File: config.mk
export PLATFORM = sky130hd
export DESIGN_NAME = l1_sram_burst_reader
export DESIGN_NICKNAME = d
export VERILOG_FILES = /design/src/rtl/l1_sram_burst_reader.sv
export SDC_FILE = /design/constraint.sdc
export NUM_CORES = 1
export LEC_CHECK = 0
export ABC_AREA = 1
export CAP_MARGIN = 40
export CORE_MARGIN = 8
export CORE_UTILIZATION = 50
export DETAILED_ROUTE_END_ITERATION = 8
export PLACE_DENSITY_LB_ADDON = 0.15
export RECOVER_POWER = 25
export SLEW_MARGIN = 20
export SYNTH_ARGS = -nofsm -noshare
export SYNTH_HDL_FRONTEND = slang
export SYNTH_SLANG_ARGS = --single-unit
export TNS_END_PERCENT = 10
File: constraint.sdc
create_clock -name clk -period 2.1 [get_ports clk]
set_clock_uncertainty 0.15 [all_clocks]
set_input_delay 0.21 -clock clk [delete_from_list [all_inputs] [get_ports clk]]
set_output_delay 0.21 -clock clk [all_outputs]
set_load 0.01 [all_outputs]
File: src/rtl/l1_sram_burst_reader.sv
// Burst reader: L1 SRAM port 0 -> valid/ready stream, first word 2 cycles after start, then 1 word/cycle.
// out_ready low holds the head word and throttles SRAM issue to 2 words ahead; L1_RD_PERF_CNT_EN adds stall_cnt.

// Small generic FIFO with registered storage; DEPTH must be a power of two.
module l1_rd_fifo #(
    parameter int W     = 33,
    parameter int DEPTH = 2
) (
    input  logic                       clk,
    input  logic                       rst_n,
    input  logic                       push_vld,
    input  logic [W-1:0]               push_dat,
    input  logic                       pop_rdy,
    output logic                       pop_vld,
    output logic [W-1:0]               pop_dat,
    output logic [$clog2(DEPTH+1)-1:0] count
);
    localparam int PW = (DEPTH > 1) ? $clog2(DEPTH) : 1;
    localparam int CW = $clog2(DEPTH+1);

    logic [W-1:0]  mem_q [DEPTH];
    logic [W-1:0]  mem_d [DEPTH];
    logic [PW-1:0] wr_ptr_q, wr_ptr_d;
    logic [PW-1:0] rd_ptr_q, rd_ptr_d;
    logic [CW-1:0] count_q, count_d;
    logic          pop;

    assign pop_vld = (count_q != '0);
    assign pop     = pop_vld && pop_rdy;
    assign pop_dat = mem_q[rd_ptr_q];
    assign count   = count_q;

    always_comb begin
        mem_d    = mem_q;
        wr_ptr_d = wr_ptr_q;
        rd_ptr_d = rd_ptr_q;
        if (push_vld) begin
            mem_d[wr_ptr_q] = push_dat;
            wr_ptr_d        = wr_ptr_q + 1'b1;
        end
        if (pop) begin
            rd_ptr_d = rd_ptr_q + 1'b1;
        end
        count_d = count_q + CW'(push_vld) - CW'(pop);
    end

    always_ff @(posedge clk or negedge rst_n) begin
        if (!rst_n) begin
            for (int i = 0; i < DEPTH; i++) begin
                mem_q[i] <= '0;
            end
            wr_ptr_q <= '0;
            rd_ptr_q <= '0;
            count_q  <= '0;
        end else begin
            mem_q    <= mem_d;
            wr_ptr_q <= wr_ptr_d;
            rd_ptr_q <= rd_ptr_d;
            count_q  <= count_d;
        end
    end

    overflow_chk: assert property (@(posedge clk) disable iff (!rst_n)
        !(push_vld && !pop && (count_q == CW'(DEPTH))));
endmodule

module l1_sram_burst_reader #(
    parameter int DW = 32,
    parameter int AW = 8,
    parameter int LW = 9
) (
    input  logic          clk,
    input  logic          rst_n,
    input  logic          start,
    input  logic [AW-1:0] base_addr,
    input  logic [LW-1:0] burst_len,
    output logic          busy,
    output logic          done,
    output logic          sram_cen,
    output logic [3:0]    sram_wea0,
    output logic [AW-1:0] sram_addr0,
    output logic [DW-1:0] sram_wdata0,
    input  logic [DW-1:0] sram_rdata0,
    output logic          out_valid,
    input  logic          out_ready,
    output logic [DW-1:0] out_data,
    output logic          out_last
`ifdef L1_RD_PERF_CNT_EN
    ,
    output logic [15:0]   stall_cnt
`endif
);
    typedef enum logic [1:0] {IDLE, RUN, DRAIN} state_e;

    localparam logic [LW-1:0] MAX_LEN = LW'(1 << AW);

    state_e        state_q, state_d;
    logic [AW-1:0] addr_q, addr_d;
    logic [LW-1:0] len_q, len_d;
    logic [LW-1:0] issued_q, issued_d;
    logic          cen_q, cen_d;
    logic [AW-1:0] sram_addr_q, sram_addr_d;
    logic          inflight_q, inflight_d;
    logic          inflight_last_q, inflight_last_d;
    logic          done_q, done_d;

    logic [LW-1:0] len_eff;
    logic [1:0]    fifo_cnt;
    logic [1:0]    credits;
    logic          pop;
    logic          issue_ok;

    // The SRAM returns data in the cycle cen is low, so capture is gated purely by inflight.
    l1_rd_fifo #(.W(DW + 1), .DEPTH(2)) u_fifo (
        .clk      (clk),
        .rst_n    (rst_n),
        .push_vld (inflight_q),
        .push_dat ({inflight_last_q, sram_rdata0}),
        .pop_rdy  (out_ready),
        .pop_vld  (out_valid),
        .pop_dat  ({out_last, out_data}),
        .count    (fifo_cnt)
    );

    assign len_eff  = (burst_len > MAX_LEN) ? MAX_LEN : burst_len;
    assign pop      = out_valid && out_ready;
    assign credits  = fifo_cnt + {1'b0, inflight_q};
    assign issue_ok = (credits < 2'd2) || ((credits == 2'd2) && pop);

    always_comb begin
        state_d         = state_q;
        addr_d          = addr_q;
        len_d           = len_q;
        issued_d        = issued_q;
        cen_d           = 1'b1;
        sram_addr_d     = sram_addr_q;
        inflight_d      = 1'b0;
        inflight_last_d = 1'b0;
        done_d          = 1'b0;
        case (state_q)
            IDLE: begin
                if (start) begin
                    if (len_eff == '0) begin
                        done_d = 1'b1;
                    end else begin
                        state_d  = RUN;
                        addr_d   = base_addr;
                        len_d    = len_eff;
                        issued_d = '0;
                    end
                end
            end
            RUN: begin
                if (issue_ok) begin
                    cen_d           = 1'b0;
                    sram_addr_d     = addr_q;
                    addr_d          = addr_q + 1'b1;
                    issued_d        = issued_q + 1'b1;
                    inflight_d      = 1'b1;
                    inflight_last_d = (issued_q == len_q - 1'b1);
                    if (issued_d == len_q) begin
                        state_d = DRAIN;
                    end
                end
            end
            DRAIN: begin
                if (pop && out_last) begin
                    done_d  = 1'b1;
                    state_d = IDLE;
                end
            end
            default: state_d = IDLE;
        endcase
    end

    always_ff @(posedge clk or negedge rst_n) begin
        if (!rst_n) begin
            state_q         <= IDLE;
            addr_q          <= '0;
            len_q           <= '0;
            issued_q        <= '0;
            cen_q           <= 1'b1;
            sram_addr_q     <= '0;
            inflight_q      <= 1'b0;
            inflight_last_q <= 1'b0;
            done_q          <= 1'b0;
        end else begin
            state_q         <= state_d;
            addr_q          <= addr_d;
            len_q           <= len_d;
            issued_q        <= issued_d;
            cen_q           <= cen_d;
            sram_addr_q     <= sram_addr_d;
            inflight_q      <= inflight_d;
            inflight_last_q <= inflight_last_d;
            done_q          <= done_d;
        end
    end

    assign busy        = (state_q != IDLE);
    assign done        = done_q;
    assign sram_cen    = cen_q;
    assign sram_addr0  = sram_addr_q;
    assign sram_wea0   = 4'b0000;
    assign sram_wdata0 = '0;

`ifdef L1_RD_PERF_CNT_EN
    logic [15:0] stall_q, stall_d;

    always_comb begin
        stall_d = stall_q;
        if ((state_q == IDLE) && start) begin
            stall_d = '0;
        end else if (busy && out_valid && !out_ready && (stall_q != 16'hFFFF)) begin
            stall_d = stall_q + 16'd1;
        end
    end

    always_ff @(posedge clk or negedge rst_n) begin
        if (!rst_n) begin
            stall_q <= '0;
        end else begin
            stall_q <= stall_d;
        end
    end

    assign stall_cnt = stall_q;
`endif
endmodule

==> qor.csv, run 1 <==
metric,value,unit
finalSetupViolCount,0,
ios,134,
ys.flop_type,dfrtp_1,
antenna_cells,0,
firstDrtPassIters,5,
routed_wl,13.0,mm
final_common_cell,nand2_1,
yosysWarnings,0,
grt_pass1_wl,22.1,mm
p_per_area,1590,mW/mm²
critical_path.top_delay_family,buffers and inverters,
cp_cell_sequence,"clkinv_4, buf_4, nand2_1, nand2_1, clkdlybuf4s50_1",
fp.dieH,122,µm
cts_made_buffers,9,
arrival,1.67,ns
clkSinkCount,110,
gp_congestion,0.883,
antenna_found_initial,0,
path_class,reg2out,
syn_area,0.00565,mm²
grt_start_max_net_pins,50,
die_w,122,µm
path_buf_inv,3,
stdcell_count,970,
drt_iter0_markers,338,
dp_cells,953,
hold_path.class,in2async,
via_per_inst,4.86,
drc,0,
yosysUniqueCellTypes,35,
finalHoldViolations,0,
coreArea,0.0112,mm²
start_util,0.504,
track_usage,0.180,
post-cts-setup-buffers,0,
critPathSlowestCell,clkdlybuf4s50_1,
p_leak,3.62,nW
overflow,0,
grt_pass1_vias,4587,
rsz0062_at_grt,yes,
max-cap-violations,0,
fin_crit,2.03,ns
dp_hpwl,9.51,mm
htreeDepth,3,
layout.nets,880,
tightest_slew,0.707,ns
final_cell_mix,"nand2_1 (251), dfrtp_1 (108), o21ai_0 (95), inv_1 (74), clkdlybuf4s50_1 (70)",
portBuffers,97,
cp.depth,5,
wl_per_cell,13.4,µm
postSynthCellCount,730,
clockRootBuffer,clkbuf_16,
num_rows,39,
clkSlewWorstSetupHoldPaths,0.08,ns
slew_headroom,0.529,
cpMostUsedCell,nand2_1,
drive_gt1_frac,0.0605,
syn-mean-instance-area,7.75,µm²
worst_r2r_path_depth,8,
maxClockFrequency,492,MHz
async_flop_share,1.00,
timing_max_transition_violations_final,0,
seq_area_frac_synth,0.487,
clockBufferDepth,2,
fin_setup_tns,0,ns
clock_latency,0.34,ns
critPathMaxStageDelay,0.53,ns
setup.worst_path.end_class,primary output,
area_delta_synth_final,23.4,%
peakVddDrop,946,µV
synth_edf_count,0,
status,finished clean,
via_count,4714,
ant_nets,0,
start_kind,flop,
design.die.area,0.0150,mm²
fin_crit_sh,0.968,
cts_tree,done,
ys_seq_elements,110,
cp_max_fo,10,
cp_data_required_time,1.74,ns
fillerInstances,997,
## flip-flops by register name (all words and copies together) (netlist names)
register and count:
addr_q 8, u_fifo.count 2, sram_cen 1, done 1, inflight_last_q 1, u_fifo.mem_q 66
u_fifo.rd_ptr_q 1, u_fifo.wr_ptr_q 1, sram_addr0 8, state_q 2, issued_q 9, inflight_q 1
len_q 9
## through the flow
step / hold WS (ns) / area, µm² / utilization / setup slack [ns] / power (mW)
3_3_place_gp: 0.0122 / 6670 / 0.594 / 0.116 / 9.47
5_1_grt: 0.308 / 6980 / 0.622 / -0.0763 / 12.2
4_1_cts: 0.187 / 6980 / 0.622 / 0.00266 / 11.2
6_report: 0.287 / 6980 / 0.622 / 0.0674 / 11.1
3_5_place_dp: 0.0164 / 6690 / 0.596 / 0.0380 / 9.67
2_1_floorplan: -0.236 / 5790 / - / 0.336 / 7.47
## layout make-up
class | count | area, µm² | area share
Multi-Input combinational cell | 511 | 2320 | 0.333
Clock buffer | 11 | 243 | 0.0348
Tap cell | 143 | 179 | 0.0256
Clock inverter | 5 | 48.8 | 0.00699
Sequential cell | 110 | 2760 | 0.395
Timing Repair Buffer | 112 | 1130 | 0.162
Inverter | 78 | 298 | 0.0427
## logic make-up (layout without fill, tap and decap cells)
group	count (synthesis)	after routing	share of synthesized area
simple gates	341	341	0.245
buf+inv	144	206	0.125
compound gates	113	113	0.106
flops	110	110	0.487
xor+xnor	16	16	0.0248
fa+ha+maj	5	5	0.0111
other cells	1	36	0.000663
## synth_stat cells, types with 5 or more instances
master | count | area share
nand2_1 | 252 | 0.17
clkbuf_1 | 22 | 0.015
dfrtp_1 | 109 | 0.48
nor2_1 | 35 | 0.023
ha_1 | 5 | 0.011
buf_4 | 36 | 0.048
inv_1 | 74 | 0.049
a31oi_1 | 5 | 0.0055
nand3_1 | 33 | 0.029
xnor2_1 | 5 | 0.0077
o21ai_0 | 95 | 0.084
nand4_1 | 5 | 0.0055
xor2_1 | 11 | 0.017
## final timing paths
path | startpoint | to | slack, ns
min in group clk | sram_rdata0[30] | u_fifo.mem_q[63] | 0.29
worst max-delay path | u_fifo.rd_ptr_q | out_data[3] | 0.07
worst min register to register | u_fifo.mem_q[16] | u_fifo.mem_q[16] | 0.34
worst max register to register | inflight_q | issued_q[3] | 0.09
max in group asynchronous | rst_n | len_q[2] | 0.32
worst min-delay path | rst_n | u_fifo.mem_q[30] | 0.29
## report_power, final
group | total [mW] | internal (mW) | switching [mW]
Combinational | 5.64 | 2.37 | 3.27
Sequential | 3.77 | 3.13 | 0.635
Clock | 1.66 | 0.867 | 0.789
Total | 11.1 | 6.37 | 4.69
## timing repair
| action | CTS | global route |
|---|---|---|
| hold buffers | 1 | 0 |
| hold endpoints to repair | 26 | 0 |
| endpoints found under the setup margin | 33 | 23 |
| gates cloned | 0 | 0 |
| resized for setup | 26 | 6 |
## routing by layer
layer,GRT usage,vias to the layer above,share of wire
met5,0,-,0
met1,0.242,2181,0.45
met4,0.0465,0,0.012
li1,-,2401,-
met3,0.0340,17,0.050
met2,0.294,115,0.48
Note: power is estimated with default switching activity, not from simulation.
==> run 2, diff against run 1 <==
Settings changed: ABC_AREA 1 to default.
==> run 2 against run 1 <==
Net effect: die area up 0.34%; the run now ends with setup timing left; highest routed layer unchanged; sequential share of layout area shrank 2.6 points; clock power increased by 7%.
==> qor.csv, run 2 <==
metric,value,unit
setup.worst_path.end_class,flop,
via_per_inst,5.26,
synth.area.top_cells,"dfrtp_1 (48%), mux2_2 (20%), buf_4 (4.9%)",
fin_crit,2.15,ns
p_per_area,1650,mW/mm²
top_register,u_fifo.mem_q,
syn_area,0.00568,mm²
antenna_found_initial,0,
max-cap-violations,0,
clkSlewWorstSetupHoldPaths,0.07,ns
htreeDepth,3,
path_class,reg2reg,
via_count,4231,
peakVddDrop,930,µV
yosysTopAreaCellShare,0.480,
wl_per_cell,16.2,µm
track_usage,0.175,
finalSetupViolCount,7,
timing_max_transition_violations_final,0,
num_rows,39,
finalHoldViolations,0,
fp.dieH,123,µm
yosysTopAreaCell,dfrtp_1,
ant_nets,0,
hold_path.class,in2async,
ys.flop_type,dfrtp_1,
start_util,0.504,
final_cell_mix,"dfrtp_1 (108), mux2_2 (99), clkdlybuf4s50_1 (62), nand2_1 (61), buf_4 (42)",
clock_latency,0.35,ns
yosysWarnings,0,
die_w,123,µm
clkSinkCount,110,
gp_congestion,0.891,
antenna_cells,0,
coreArea,0.0113,mm²
grt_pass1_wl,21.1,mm
drive_gt1_frac,0.300,
start_kind,flop,
clockRootBuffer,clkbuf_16,
syn-mean-instance-area,11.0,µm²
rsz0062_at_grt,yes,
overflow,0,
stdcell_count,804,
drc,0,
top_regs,"u_fifo.mem_q: 66 flops, issued_q: 9 flops, len_q: 9 flops",
yosysUniqueCellTypes,54,
drt_iter0_markers,281,
cts_made_buffers,9,
violations,setup timing,
ys_top_cells_by_count,"dfrtp_1 (109), mux2_2 (99), nand2_1 (62)",
status,"finished, violations left",
ys_seq_elements,110,
slew_headroom,0.514,
clockBufferDepth,2,
area_delta_synth_final,31.5,%
ios,134,
arrival,2.25,ns
async_flop_share,1.00,
fin_util,0.662,
grt_pass1_vias,4350,
dp_hpwl,9.54,mm
setup_ws,-0.0534,ns
tightest_slew,0.728,ns
firstDrtPassIters,5,
final_common_cell,dfrtp_1,
grt_start_max_net_pins,50,
design.die.area,0.0150,mm²
postSynthCellCount,516,
synth_most_common_cell,dfrtp_1,
p_leak,3.32,nW
portBuffers,97,
cts_tree,done,
seq_area_frac_synth,0.485,
maxClockFrequency,464,MHz
cp_max_fo,8,
layout.nets,714,
largest_reg_flops,66,
synth_edf_count,0,
routed_wl,13.0,mm
cp_data_required_time,2.19,ns
fin_crit_sh,1.03,
dp_cells,780,
==> run 2: changes by cell type in the layout (fill, tap and decap cells not counted), sizes merged, moves of 6 or more <==
cell | previous run | this run
nand2 | 253 | 62
mux2 | 0 | 99
o21ai | 99 | 23
inv | 80 | 15
buf | 12 | 53
nand3 | 34 | 9
nor2 | 39 | 17
dlygate4sd2 | 20 | 33
nand2b | 0 | 11
xnor2 | 5 | 16
a21oi | 4 | 12
clkdlybuf4s50 | 70 | 62
nor2b | 0 | 6
==> run 2: layer usage <==
| metal | global-route usage | routed length [µm] |
|---|---|---|
| met1 | 0.225 | 5680 |
| met2 | 0.286 | 6370 |
| met3 | 0.0340 | 741 |
| met4 | 0.0708 | 213 |
| met5 | 0 | 0 |
==> run 2: through the flow <==
| stage | area, µm² | total power [mW] | hold WS [ns] | setup WS, ns | TNS (ns) |
|---|---|---|---|---|---|
| after CTS | 7410 | 12.3 | 0.174 | -0.0907 | -0.454 |
| after global routing | 7460 | 13.2 | 0.304 | -0.137 | -1.36 |
| final | 7460 | 12.3 | 0.293 | -0.0534 | -0.168 |
| after floorplan | 5810 | 7.74 | -0.236 | -0.0239 | -0.0733 |
| after global placement | 7040 | 10.3 | 0.00392 | -0.354 | -6.64 |
| after detailed placement | 7040 | 10.5 | 0.00906 | -0.409 | -7.57 |
==> run 2: final timing paths <==
| check | startpoint | to | slack [ns] | depth (start not counted) |
|---|---|---|---|---|
| worst max-delay path | u_fifo.count[0] | issued_q[8] | -0.05 | 8 |
| worst min-delay path | rst_n | u_fifo.mem_q[5] | 0.29 | 2 |
| worst max register to register | u_fifo.count[0] | issued_q[8] | -0.05 | 8 |
| worst min register to register | sram_addr0[0] | sram_addr0[0] | 0.33 | 2 |
| max in group asynchronous | rst_n | state_q[1] | 0.23 | 3 |
| min in group clk | base_addr[1] | addr_q[1] | 0.30 | 3 |
==> run 2: cell families after synthesis <==
logic type	Yosys count	share of synthesized area
adder cells (fa/ha/maj)	5	0.0110
XOR/XNOR	25	0.0399
AND/OR/NAND/NOR	141	0.123
buffers and inverters	73	0.0747
AO/OA/AOI/OAI	62	0.0692
multiplexers	99	0.196
other	1	0.000661
flip-flops	110	0.485
==> run 2: timing repair <==
item | CTS | global route
endpoints found under the hold margin | 26 | 0
buffers inserted | 5 | 1
resized for setup | 49 | 14
gates cloned | 1 | 0
hold buffers | 1 | 0
setup endpoints to repair | 51 | 21
pin swaps | 4 | 3
==> run 2: layout make-up <==
type,count,area [µm²]
Sequential cell,110,2760
Timing Repair Buffer,155,1450
Fill cell,905,3810
Inverter,12,45.0
Clock buffer,10,239
Tap cell,143,179
Clock inverter,6,66.3
Multi-Input combinational cell,368,2740
==> run 2: critical path: stages, from the launching register on <==
cell	delay, ns
dfrtp_1	0.41
ha_4	0.25
nand3b_1	0.17
a221o_1	0.42
a21oi_4	0.18
buf_6	0.15
nand4_1	0.11
xor2_1	0.15
nor2_1	0.05
==> run 2: report_power, final <==
| part | switching (mW) | internal [mW] | leakage [nW] | total, mW |
|---|---|---|---|---|
| clock network | 0.799 | 0.968 | 0.154 | 1.77 |
| registers | 0.659 | 3.15 | 1.32 | 3.81 |
| logic | 3.10 | 3.66 | 1.85 | 6.76 |
| total | 4.56 | 7.78 | 3.32 | 12.3 |
